**config.mk**
```make
export PLATFORM = sky130hd
export DESIGN_NAME = bmc_stream_decoder
export DESIGN_NICKNAME = d
export VERILOG_FILES = /design/src/rtl/bmc_stream_decoder.sv
export SDC_FILE = /design/constraint.sdc
export NUM_CORES = 1
export LEC_CHECK = 0
export ABC_AREA = 1
export BUFFER_PORTS_ARGS = -buffer_cell sky130_fd_sc_hd__buf_2
export CORE_MARGIN = 3
export CORE_UTILIZATION = 44
export DETAILED_ROUTE_END_ITERATION = 8
export GPL_ROUTABILITY_DRIVEN = 0
export HOLD_SLACK_MARGIN = 0.05
export PLACE_DENSITY = 0.71
export SKIP_CTS_REPAIR_TIMING = 1
export SLEW_MARGIN = 20
export SYNTH_ARGS = -nofsm -noshare
export SYNTH_HDL_FRONTEND = slang
export SYNTH_SLANG_ARGS = --single-unit
```
**constraint.sdc**
```tcl
create_clock -name clk -period 3.93 [get_ports clk]
set_input_delay 0.1965 -clock clk [delete_from_list [all_inputs] [get_ports clk]]
set_output_delay 0.1965 -clock clk [all_outputs]
set_load 0.05 [all_outputs]
```
**src/rtl/bmc_stream_decoder.sv**
```systemverilog
// ---------------------------------------------------------------------------
// bmc_stream_decoder
//
// Biphase-mark (BMC) line decoder. The raw line is oversampled with clk,
// edge-to-edge intervals are measured and classified as glitch / short
// (half bit) / long (full bit) / over, and the resulting bits are assembled
// LSB first into WORD_W-bit words. Finished words go through a small FIFO
// and are offered on a valid/ready stream.
//
// Ports:
//   clk       - system clock
//   rst       - asynchronous, active-high reset
//   din       - raw BMC line, asynchronous to clk
//   m_valid   - FIFO head holds a word
//   m_ready   - consumer accepts the head word
//   m_data    - head word (WORD_W bits)
//   err_valid - one-cycle error pulse
//   err_code  - error cause, qualified by err_valid
//                 0 = truncated word at timeout, 1 = glitch,
//                 2 = bad short/long sequence,   3 = parity mismatch
//   overflow  - sticky, a finished word was dropped because the FIFO was full
//   busy      - FSM is inside a frame (RUN or HALF)
//
// Optional feature macro: BMC_PARITY_CHECK_EN
//   When defined, every word is followed by an even-parity bit. A parity
//   mismatch drops the word and raises error code 3.
// ---------------------------------------------------------------------------
module bmc_stream_decoder #(
  parameter int WORD_W     = 8,
  parameter int CNT_W      = 8,
  parameter int SHORT_MIN  = 2,
  parameter int SHORT_MAX  = 6,
  parameter int LONG_MAX   = 12,
  parameter int FIFO_DEPTH = 4
) (
  input  logic              clk,
  input  logic              rst,
  input  logic              din,
  output logic              m_valid,
  input  logic              m_ready,
  output logic [WORD_W-1:0] m_data,
  output logic              err_valid,
  output logic [1:0]        err_code,
  output logic              overflow,
  output logic              busy
);

`ifdef BMC_PARITY_CHECK_EN
  localparam int TOTAL_BITS = WORD_W + 1;
`else
  localparam int TOTAL_BITS = WORD_W;
`endif
  localparam int BCNT_W = $clog2(TOTAL_BITS + 1);
  localparam int PTR_W  = $clog2(FIFO_DEPTH);
  localparam int FCNT_W = $clog2(FIFO_DEPTH + 1);
  localparam logic [CNT_W-1:0] CNT_SAT = '1;

  typedef enum logic [1:0] {
    S_IDLE,
    S_RUN,
    S_HALF
  } state_t;

  // Input synchroniser and edge history
  logic sync1_q, sync1_d;
  logic sync2_q, sync2_d;
  logic sync3_q, sync3_d;
  logic edge_det;

  // Interval counter and classification
  logic [CNT_W-1:0] cnt_q, cnt_d;
  logic is_glitch, is_short, is_long, is_timeout;

  // Decoder FSM and word assembly
  state_t             state_q, state_d;
  logic [TOTAL_BITS-1:0] sr_q, sr_d;
  logic [TOTAL_BITS-1:0] word_next;
  logic [BCNT_W-1:0]  bcnt_q, bcnt_d;
  logic               push_q, push_d;
  logic [WORD_W-1:0]  push_data_q, push_data_d;
  logic               err_valid_q, err_valid_d;
  logic [1:0]         err_code_q, err_code_d;
  logic               take_bit, bit_val;
  logic               raise_err;
  logic [1:0]         err_cause;

  // Output FIFO
  logic [WORD_W-1:0] mem_q [FIFO_DEPTH];
  logic [WORD_W-1:0] mem_d [FIFO_DEPTH];
  logic [PTR_W-1:0]  wr_ptr_q, wr_ptr_d;
  logic [PTR_W-1:0]  rd_ptr_q, rd_ptr_d;
  logic [FCNT_W-1:0] count_q, count_d;
  logic              overflow_q, overflow_d;
  logic              fifo_full, do_pop, do_write;

  always_comb begin
    sync1_d = din;
    sync2_d = sync1_q;
    sync3_d = sync2_q;
  end

  assign edge_det = sync2_q ^ sync3_q;

  // The counter holds the length of the interval in progress; an edge
  // restarts it at 1 so that its value at the next edge equals the spacing.
  always_comb begin
    if (edge_det) begin
      cnt_d = CNT_W'(1);
    end else if (cnt_q != CNT_SAT) begin
      cnt_d = cnt_q + CNT_W'(1);
    end else begin
      cnt_d = cnt_q;
    end
  end

  // Classification uses the counter value before the edge reloads it.
  assign is_glitch  = cnt_q < CNT_W'(SHORT_MIN);
  assign is_short   = !is_glitch && (cnt_q <= CNT_W'(SHORT_MAX));
  assign is_long    = (cnt_q > CNT_W'(SHORT_MAX)) && (cnt_q <= CNT_W'(LONG_MAX));
  assign is_timeout = !edge_det && (cnt_q > CNT_W'(LONG_MAX));

  // Decoder: a long interval is a 0, two shorts make a 1. Any error throws
  // away the partial word; a completed word is handed to the FIFO stage.
  always_comb begin
    state_d     = state_q;
    sr_d        = sr_q;
    bcnt_d      = bcnt_q;
    push_d      = 1'b0;
    push_data_d = push_data_q;
    err_valid_d = 1'b0;
    err_code_d  = err_code_q;
    take_bit    = 1'b0;
    bit_val     = 1'b0;
    raise_err   = 1'b0;
    err_cause   = 2'd0;
    word_next   = sr_q;

    case (state_q)
      S_IDLE: begin
        if (edge_det) begin
          state_d = S_RUN;
          bcnt_d  = '0;
          sr_d    = '0;
        end
      end
      S_RUN: begin
        if (edge_det) begin
          if (is_glitch) begin
            state_d   = S_IDLE;
            raise_err = 1'b1;
            err_cause = 2'd1;
          end else if (is_short) begin
            state_d = S_HALF;
          end else if (is_long) begin
            take_bit = 1'b1;
            bit_val  = 1'b0;
          end else begin
            // Edge after an over-long gap starts a new frame in place.
            bcnt_d = '0;
            sr_d   = '0;
          end
        end else if (is_timeout) begin
          state_d = S_IDLE;
          bcnt_d  = '0;
          sr_d    = '0;
          if (bcnt_q != '0) begin
            raise_err = 1'b1;
            err_cause = 2'd0;
          end
        end
      end
      S_HALF: begin
        if (edge_det) begin
          if (is_glitch) begin
            state_d   = S_IDLE;
            raise_err = 1'b1;
            err_cause = 2'd1;
          end else if (is_short) begin
            state_d  = S_RUN;
            take_bit = 1'b1;
            bit_val  = 1'b1;
          end else if (is_long) begin
            state_d   = S_IDLE;
            raise_err = 1'b1;
            err_cause = 2'd2;
          end else begin
            state_d = S_RUN;
            bcnt_d  = '0;
            sr_d    = '0;
          end
        end else if (is_timeout) begin
          state_d = S_IDLE;
          bcnt_d  = '0;
          sr_d    = '0;
          if (bcnt_q != '0) begin
            raise_err = 1'b1;
            err_cause = 2'd0;
          end
        end
      end
      default: begin
        state_d = S_IDLE;
      end
    endcase

    // LSB first: the n-th decoded bit lands at position n.
    for (int i = 0; i < TOTAL_BITS; i++) begin
      if (bcnt_q == BCNT_W'(i)) begin
        word_next[i] = bit_val;
      end
    end

    if (take_bit) begin
      if (bcnt_q == BCNT_W'(TOTAL_BITS - 1)) begin
        sr_d   = '0;
        bcnt_d = '0;
`ifdef BMC_PARITY_CHECK_EN
        if (^word_next) begin
          raise_err = 1'b1;
          err_cause = 2'd3;
        end else begin
          push_d      = 1'b1;
          push_data_d = word_next[WORD_W-1:0];
        end
`else
        push_d      = 1'b1;
        push_data_d = word_next[WORD_W-1:0];
`endif
      end else begin
        sr_d   = word_next;
        bcnt_d = bcnt_q + BCNT_W'(1);
      end
    end

    // An error always suppresses a word finishing in the same clock.
    if (raise_err) begin
      err_valid_d = 1'b1;
      err_code_d  = err_cause;
      push_d      = 1'b0;
      sr_d        = '0;
      bcnt_d      = '0;
    end
  end

  // FIFO: a pop frees the head slot in the same clock, so a push into a
  // full FIFO is accepted when the consumer pops at the same time.
  always_comb begin
    fifo_full  = (count_q == FCNT_W'(FIFO_DEPTH));
    do_pop     = (count_q != '0) && m_ready;
    do_write   = push_q && (!fifo_full || do_pop);
    mem_d      = mem_q;
    if (do_write) begin
      mem_d[wr_ptr_q] = push_data_q;
    end
    wr_ptr_d   = wr_ptr_q + PTR_W'(do_write);
    rd_ptr_d   = rd_ptr_q + PTR_W'(do_pop);
    count_d    = count_q + FCNT_W'(do_write) - FCNT_W'(do_pop);
    overflow_d = overflow_q || (push_q && fifo_full && !do_pop);
  end

  always_ff @(posedge clk or posedge rst) begin
    if (rst) begin
      sync1_q     <= 1'b0;
      sync2_q     <= 1'b0;
      sync3_q     <= 1'b0;
      cnt_q       <= '0;
      state_q     <= S_IDLE;
      sr_q        <= '0;
      bcnt_q      <= '0;
      push_q      <= 1'b0;
      push_data_q <= '0;
      err_valid_q <= 1'b0;
      err_code_q  <= 2'd0;
      wr_ptr_q    <= '0;
      rd_ptr_q    <= '0;
      count_q     <= '0;
      overflow_q  <= 1'b0;
      for (int i = 0; i < FIFO_DEPTH; i++) begin
        mem_q[i] <= '0;
      end
    end else begin
      sync1_q     <= sync1_d;
      sync2_q     <= sync2_d;
      sync3_q     <= sync3_d;
      cnt_q       <= cnt_d;
      state_q     <= state_d;
      sr_q        <= sr_d;
      bcnt_q      <= bcnt_d;
      push_q      <= push_d;
      push_data_q <= push_data_d;
      err_valid_q <= err_valid_d;
      err_code_q  <= err_code_d;
      wr_ptr_q    <= wr_ptr_d;
      rd_ptr_q    <= rd_ptr_d;
      count_q     <= count_d;
      overflow_q  <= overflow_d;
      mem_q       <= mem_d;
    end
  end

  assign m_valid   = (count_q != '0);
  assign m_data    = mem_q[rd_ptr_q];
  assign err_valid = err_valid_q;
  assign err_code  = err_code_q;
  assign overflow  = overflow_q;
  assign busy      = (state_q != S_IDLE);

endmodule

```
# Yosys cells after proc, flatten, opt, wreduce, memory -nomap -nowiden

Index checks and enable logic that the tools add are counted.

Register bits: 77
Bits of input ports: 4
Output and inout bits: 14
Word-level logic and storage cells: 152

Add/subtract/negate cells: 6
$lt $le $gt $ge: 8
Equal/unequal tests: 18
Mux-type cells: 73
Bitwise logic cells: 3
Reductions and logical operators: 25

Operators with widths:

| cell                                                           | number |
|---|---|
| two-way mux 8 bit                                              | 14 |
| two-way mux 4 bit                                              | 9 |
| bitwise mux 32 bit                                             | 1 |
| two-way mux 1 bit                                              | 30 |
| two-way mux 2 bit                                              | 11 |
| binary-select mux 8 bit (select 2 bit)                         | 1 |
| demux 8 bit (select 2 bit)                                     | 1 |
| == test 4 x 3 -> 1 bit (second input constant)                 | 4 |
| one-hot mux 8 bit (2 select lines)                             | 1 |
| inequality test 5 x 3 -> 1 bit (second input constant)         | 3 |
| adder 8 x 1 -> 8 bit (second input constant)                   | 1 |
| == test 4 x 2 -> 1 bit (second input constant)                 | 2 |
| greater-than comparator 8 x 3 -> 1 bit (second input constant) | 1 |
| greater-than comparator 8 x 4 -> 1 bit (second input constant) | 1 |
| <= comparator 8 x 3 -> 1 bit (second input constant)           | 1 |
| <= comparator 8 x 4 -> 1 bit (second input constant)           | 1 |
| logical AND 1 bit                                              | 8 |
| < comparator 8 x 2 -> 1 bit (second input constant)            | 1 |
| inequality test 4 bit (second input constant)                  | 2 |
| inequality test 8 bit (second input constant)                  | 1 |
| one-hot mux 4 bit (2 select lines)                             | 1 |
| nonzero test 4 bit                                             | 2 |
| >= comparator 3 bit (second input constant)                    | 2 |
| NOT 2 -> 3 bit                                                 | 2 |
| 24 further kinds                                               | 32 |

# Depth between registers and ports, before layout

Word-level depth: 11
Gate-level depth with buffers: 16

# Least setup slack after synthesis

OpenSTA, ideal clock, no wires.

Kind: flip-flop to flip-flop
Start: register state_q[0]
End: register bcnt_q[2]
Setup time: 0.117 ns
Data arrival time: 1.821 ns
Required time: 3.813 ns
Path slack: 1.992 ns
Stages on the path, launching flop included: 13
Buffers on the path: 1
Path through: dfrtp_1 inv_1 ha_1 inv_1 nor2_2 nand3_2 a21oi_4 inv_2 nand2_4 nand2_4 buf_6 nand2_1 nand2_1

Longest elaborated chain between the ends: 5

RTL lines:

| element                                                                     | RTL line | source |
|---|---|---|
| start: declaration                                                          | 75       | `state_t state_q, state_d;` |
| start signal: assignment                                                    | 286      | `state_q <= state_d;` |
| parallel branches: the longest is 5 deep, another holds AND reduction 6 bit | --       |  |
| end signal: assignment                                                      | 288      | `bcnt_q <= bcnt_d;` |
| end: declaration                                                            | 78       | `logic [BCNT_W-1:0] bcnt_q, bcnt_d;` |

Parallel ways; which one is timed is not known.
A chain may end at the register's enable or synchronous reset.

# Worst setup path in the final report

Start: register sync2_q
End: register sr_q[5]

Longest elaborated chain between the ends: 8

RTL lines:

| element                                                                       | RTL line | source |
|---|---|---|
| start: declaration                                                            | 66       | `logic sync2_q, sync2_d;` |
| start signal: assignment                                                      | 283      | `sync2_q <= sync2_d;` |
| bitwise XOR 1 bit *                                                           | 102      | `assign edge_det = sync2_q ^ sync3_q;` |
| logical NOT 1 bit                                                             | 120      | `assign is_timeout = !edge_det && (cnt_q > CNT_W'(LONG_MAX));` |
| logical AND 1 bit                                                             | 120      |  |
| two-way mux 1 bit                                                             | 162      | `end else if (is_timeout) begin` |
| two-way mux 1 bit, on equally long branches                                   | 173, 147 |  |
| one-hot mux 1 bit (2 select lines)                                            | 138      | `case (state_q)` |
| inequality test 5 x 3 -> 1 bit (no source line), or another cell as far along | --       |  |
| AND reduction 6 bit (no source line)                                          | --       |  |
| end signal: assignment                                                        | 287      | `sr_q <= sr_d;` |
| end: declaration                                                              | 76       | `logic [TOTAL_BITS-1:0] sr_q, sr_d;` |

Mark *: on every way between the ends. The rest lies on a longest branch, timed or not.

==> metrics.csv <==
stage;metric;value;unit
routing;DRT Wirelength;7910;um
floorplan;Initial Util;45.5;%
synthesis;Post-Synthesis Cells;478;
worst_setup_path;Worst R2R Path Depth;10;
synthesis;distinct cell type count after synthesis;39;
hold_path;Hold Path Class;in2reg;
global_route;initial antenna violation count;0;
sta;Fin. Hold Viols;0;
worst_setup_path;WS Path Type;reg2reg;
sta;final setup vio count;0;
clock_tree;H-tree depth;3;
worst_setup_path;Critical Path Source Type;register;
clock_tree;Num CTS Buffers;9;
outcome;outcome;complete, no violations;
routing;Avg WL per Cell;13.0;um
clock_tree;Root Buffer;clkbuf_8;
floorplan;cell row count;34;
final_layout;multi-input logic area;1790;um2
worst_setup_path;Setup crit end kind;register;
routing;First DRT Iteration DRCs;145;
worst_setup_path;CP arrival;2.51;ns
floorplan;Placeable Area;8760;um2
final_layout;share of cells above drive strength 1;12.4;%
worst_setup_path;critical path peak fanout;13;
global_route;grt ovf;0;
clock_tree;clock insertion delay at the later pin of the skew report;0.35;ns
worst_setup_path;RR Startpoint;sync2_q;
pwr;Comb pwr share;37.7;%
place;Post-DP HPWL;5650;um
hold_path;worst hold path startpoint;m_ready;
floorplan;die width;101;um
pwr;Worst IR Drop VDD;0.407;mV
routing;ANT nets after route;0;
sta;Final TNS setup;0;ns
pwr;LEAKAGE;2.17;nW
place;Port-buffer cells;17;
clock_tree;clk buf depth;2;
final_layout;layout overhead on the synthesized area;9.22;%
synthesis;flops & latches, synth;76;
routing;# DRC;0;
sta;Worst Skew;0.00966;ns
synthesis;Seq/Total Area, Yosys;47.7;%
pwr;Power Dens Cells;560;nW/um2
pwr;Pint;1.38;mW
final_layout;most frequent cells in the layout;nand2_1 (102), dfrtp_1 (76), nor2_1 (57);
floorplan;die area;10200;um2
final_layout;commonest non-fill, non-tap cell in the layout;nand2_1;
routing;vias;3214;
place;dpl cell area;4130;um2
clock_tree;Num Clock Sinks;76;
global_route;first-pass GRT wire length;13900;um
clock_tree;CTS tree;built;
worst_setup_path;CP required;4.17;ns
floorplan;Ports;18;
final_layout;Design Area, Final;4360;um2
global_route;GR Util All Layers;17.0;%
sta;Slew Viols, Final;0;
run;max_cap viols;0;
global_route;largest net degree at the start of global routing;41;
final_layout;number of diodes;0;
synthesis;Avg Inst Size Synth;8.34;um2
hold_path;Min-Delay Endpoint;overflow;
final_layout;fill count;821;
pwr;switching pwr;1.06;mW
sta;Final min period;2.27;ns
sta;RSZ-0062 raised after global routing;no;
hold_path;worst hold path stage count;4;
pwr;power share of the clock group;25.0;%
sta;hold slack;0.179;ns
worst_setup_path;r2r setup slk;1.66;ns
synthesis;cell area after synthesis;3990;um2
sta;fin crit share;57.9;%
clock_tree;clk slew on worst S/H paths;0.08;ns
routing;Via density;5.29;
routing;Pre-antenna DRT Iters;5;
synthesis;Mapped Nets;496;
pwr;sequential share of power;37.3;%
worst_setup_path;Reg2Reg Capture Point;sr_q[5];
sta;Tightest Pin Transition;0.742;ns
pwr;Net Sw Frac;43.6;%
floorplan;chip height;101;um
final_layout;Reg area;1900;um2
sta;FMAX;0.440;GHz
sta;Worst slew margin;50.5;%
global_route;vias in the first global route;3083;
final_layout;nets;513;
synthesis;Synth Warn #;0;
flip-flops by register name, indices dropped and copies added, names as in the netlist, 2 cells and up:
name / flops
bcnt_q: 4
push_data_q: 8
state_q: 2
count_q: 3
err_code: 2
cnt_q: 8
sr_q: 7
mem_q: 32
wr_ptr_q: 2
rd_ptr_q: 2
synthesized netlist by cell type:
master	number	share of area [%]
a31oi_1	2	0.31
a211oi_1	1	0.19
inv_1	49	4.6
dfrtp_1	76	48
fa_1	1	0.50
o41ai_1	1	0.22
ha_1	13	4.1
a21boi_1	1	0.19
a22oi_1	1	0.19
a21oi_1	11	1.4
clkbuf_1	7	0.66
nand3_2	1	0.25
buf_4	1	0.19
nand4_2	1	0.31
o22ai_1	9	1.4
xor2_1	4	0.88
a21oi_2	8	1.8
inv_2	4	0.38
a21oi_4	1	0.41
nand2_4	3	0.85
o21a_1	8	1.5
o31ai_1	1	0.19
o21ai_1	2	0.25
nand3_4	1	0.44
nand2_2	1	0.16
nor2_2	2	0.31
xnor2_1	2	0.44
nor2_4	3	0.85
nand3_1	25	3.1
nor2_8	1	0.50
o21bai_1	1	0.19
or2_1	1	0.16
nand4_1	10	1.6
o21ai_0	54	6.8
nor2_1	57	5.4
nor3_1	5	0.63
buf_2	3	0.38
buf_6	4	1.1
nand2_1	102	9.6
power by group through the flow:
stage / combinational [mW] / clock, mW / sequential [mW]
6_report: 0.920 / 0.610 / 0.912
5_1_grt: 1.01 / 0.666 / 0.923
2_1_floorplan: 0.781 / 0 / 0.920
3_5_place_dp: 0.921 / 0 / 0.928
3_3_place_gp: 0.903 / 0 / 0.927
4_1_cts: 0.923 / 0.628 / 0.913
final cells by class:
cell class | count | share of cell area [%]
clock buffers | 9 | 2.84
clock inverters | 7 | 1.90
inverters | 53 | 4.57
multi-input cells | 334 | 41.2
flip-flops and latches | 76 | 43.7
well taps | 108 | 3.10
repair buffers | 21 | 2.76
cell families (layout without fill, tap and decap cells):
kind of cell,count (synthesis),in the layout,share of synthesized area [%]
flip-flops,76,76,47.7
buffers and inverters,68,90,7.34
AO/OA/AOI/OAI,101,101,15.0
adder cells (fa/ha/maj),14,14,4.58
XOR/XNOR,6,6,1.32
AND/OR/NAND/NOR,213,213,24.1
per-layer routing:
| metal | wire, um | up-vias | part of all wire, % | GRT usage [%] |
|---|---|---|---|---|
| li1 | - | 1597 | - | - |
| met1 | 3750 | 1537 | 47 | 22.4 |
| met2 | 3760 | 74 | 48 | 27.4 |
| met3 | 347 | 6 | 4.4 | 4.20 |
| met4 | 48 | 0 | 0.61 | 6.13 |
| met5 | 0 | - | 0 | 0 |
per-stage QoR:
step	setup slack [ns]	power [mW]	cells	utilization, %
after CTS	1.65	2.46	606	49.5
after global routing	1.41	2.60	608	49.7
after floorplan	1.80	1.70	478	-
after global placement	1.70	1.83	590	47.1
final	1.66	2.44	608	49.7
after detailed placement	1.67	1.85	590	47.1
worst max path at each step:
stage / startpoint / to / slack, ns / cells after the start
after CTS: sync2_q / sr_q[3] / 1.65 / 10
after floorplan: rst / bcnt_q[0] / 1.80 / 1
after global routing: sync2_q / sr_q[3] / 1.41 / 11
final: sync2_q / sr_q[5] / 1.66 / 10
after detailed placement: sync2_q / sr_q[5] / 1.67 / 10
after global placement: sync2_q / bcnt_q[1] / 1.70 / 10
critical path, stage by stage, from the launching register on:
cell	delay, ns
dfrtp_1	0.40
nand2_1	0.08
nand2_1	0.24
inv_1	0.35
nand2_1	0.14
nand2_1	0.08
nand2_1	0.07
a21oi_2	0.52
nor2_1	0.11
nand3_1	0.10
nand2_1	0.07
Note: power is estimated with default switching activity, not from simulation.
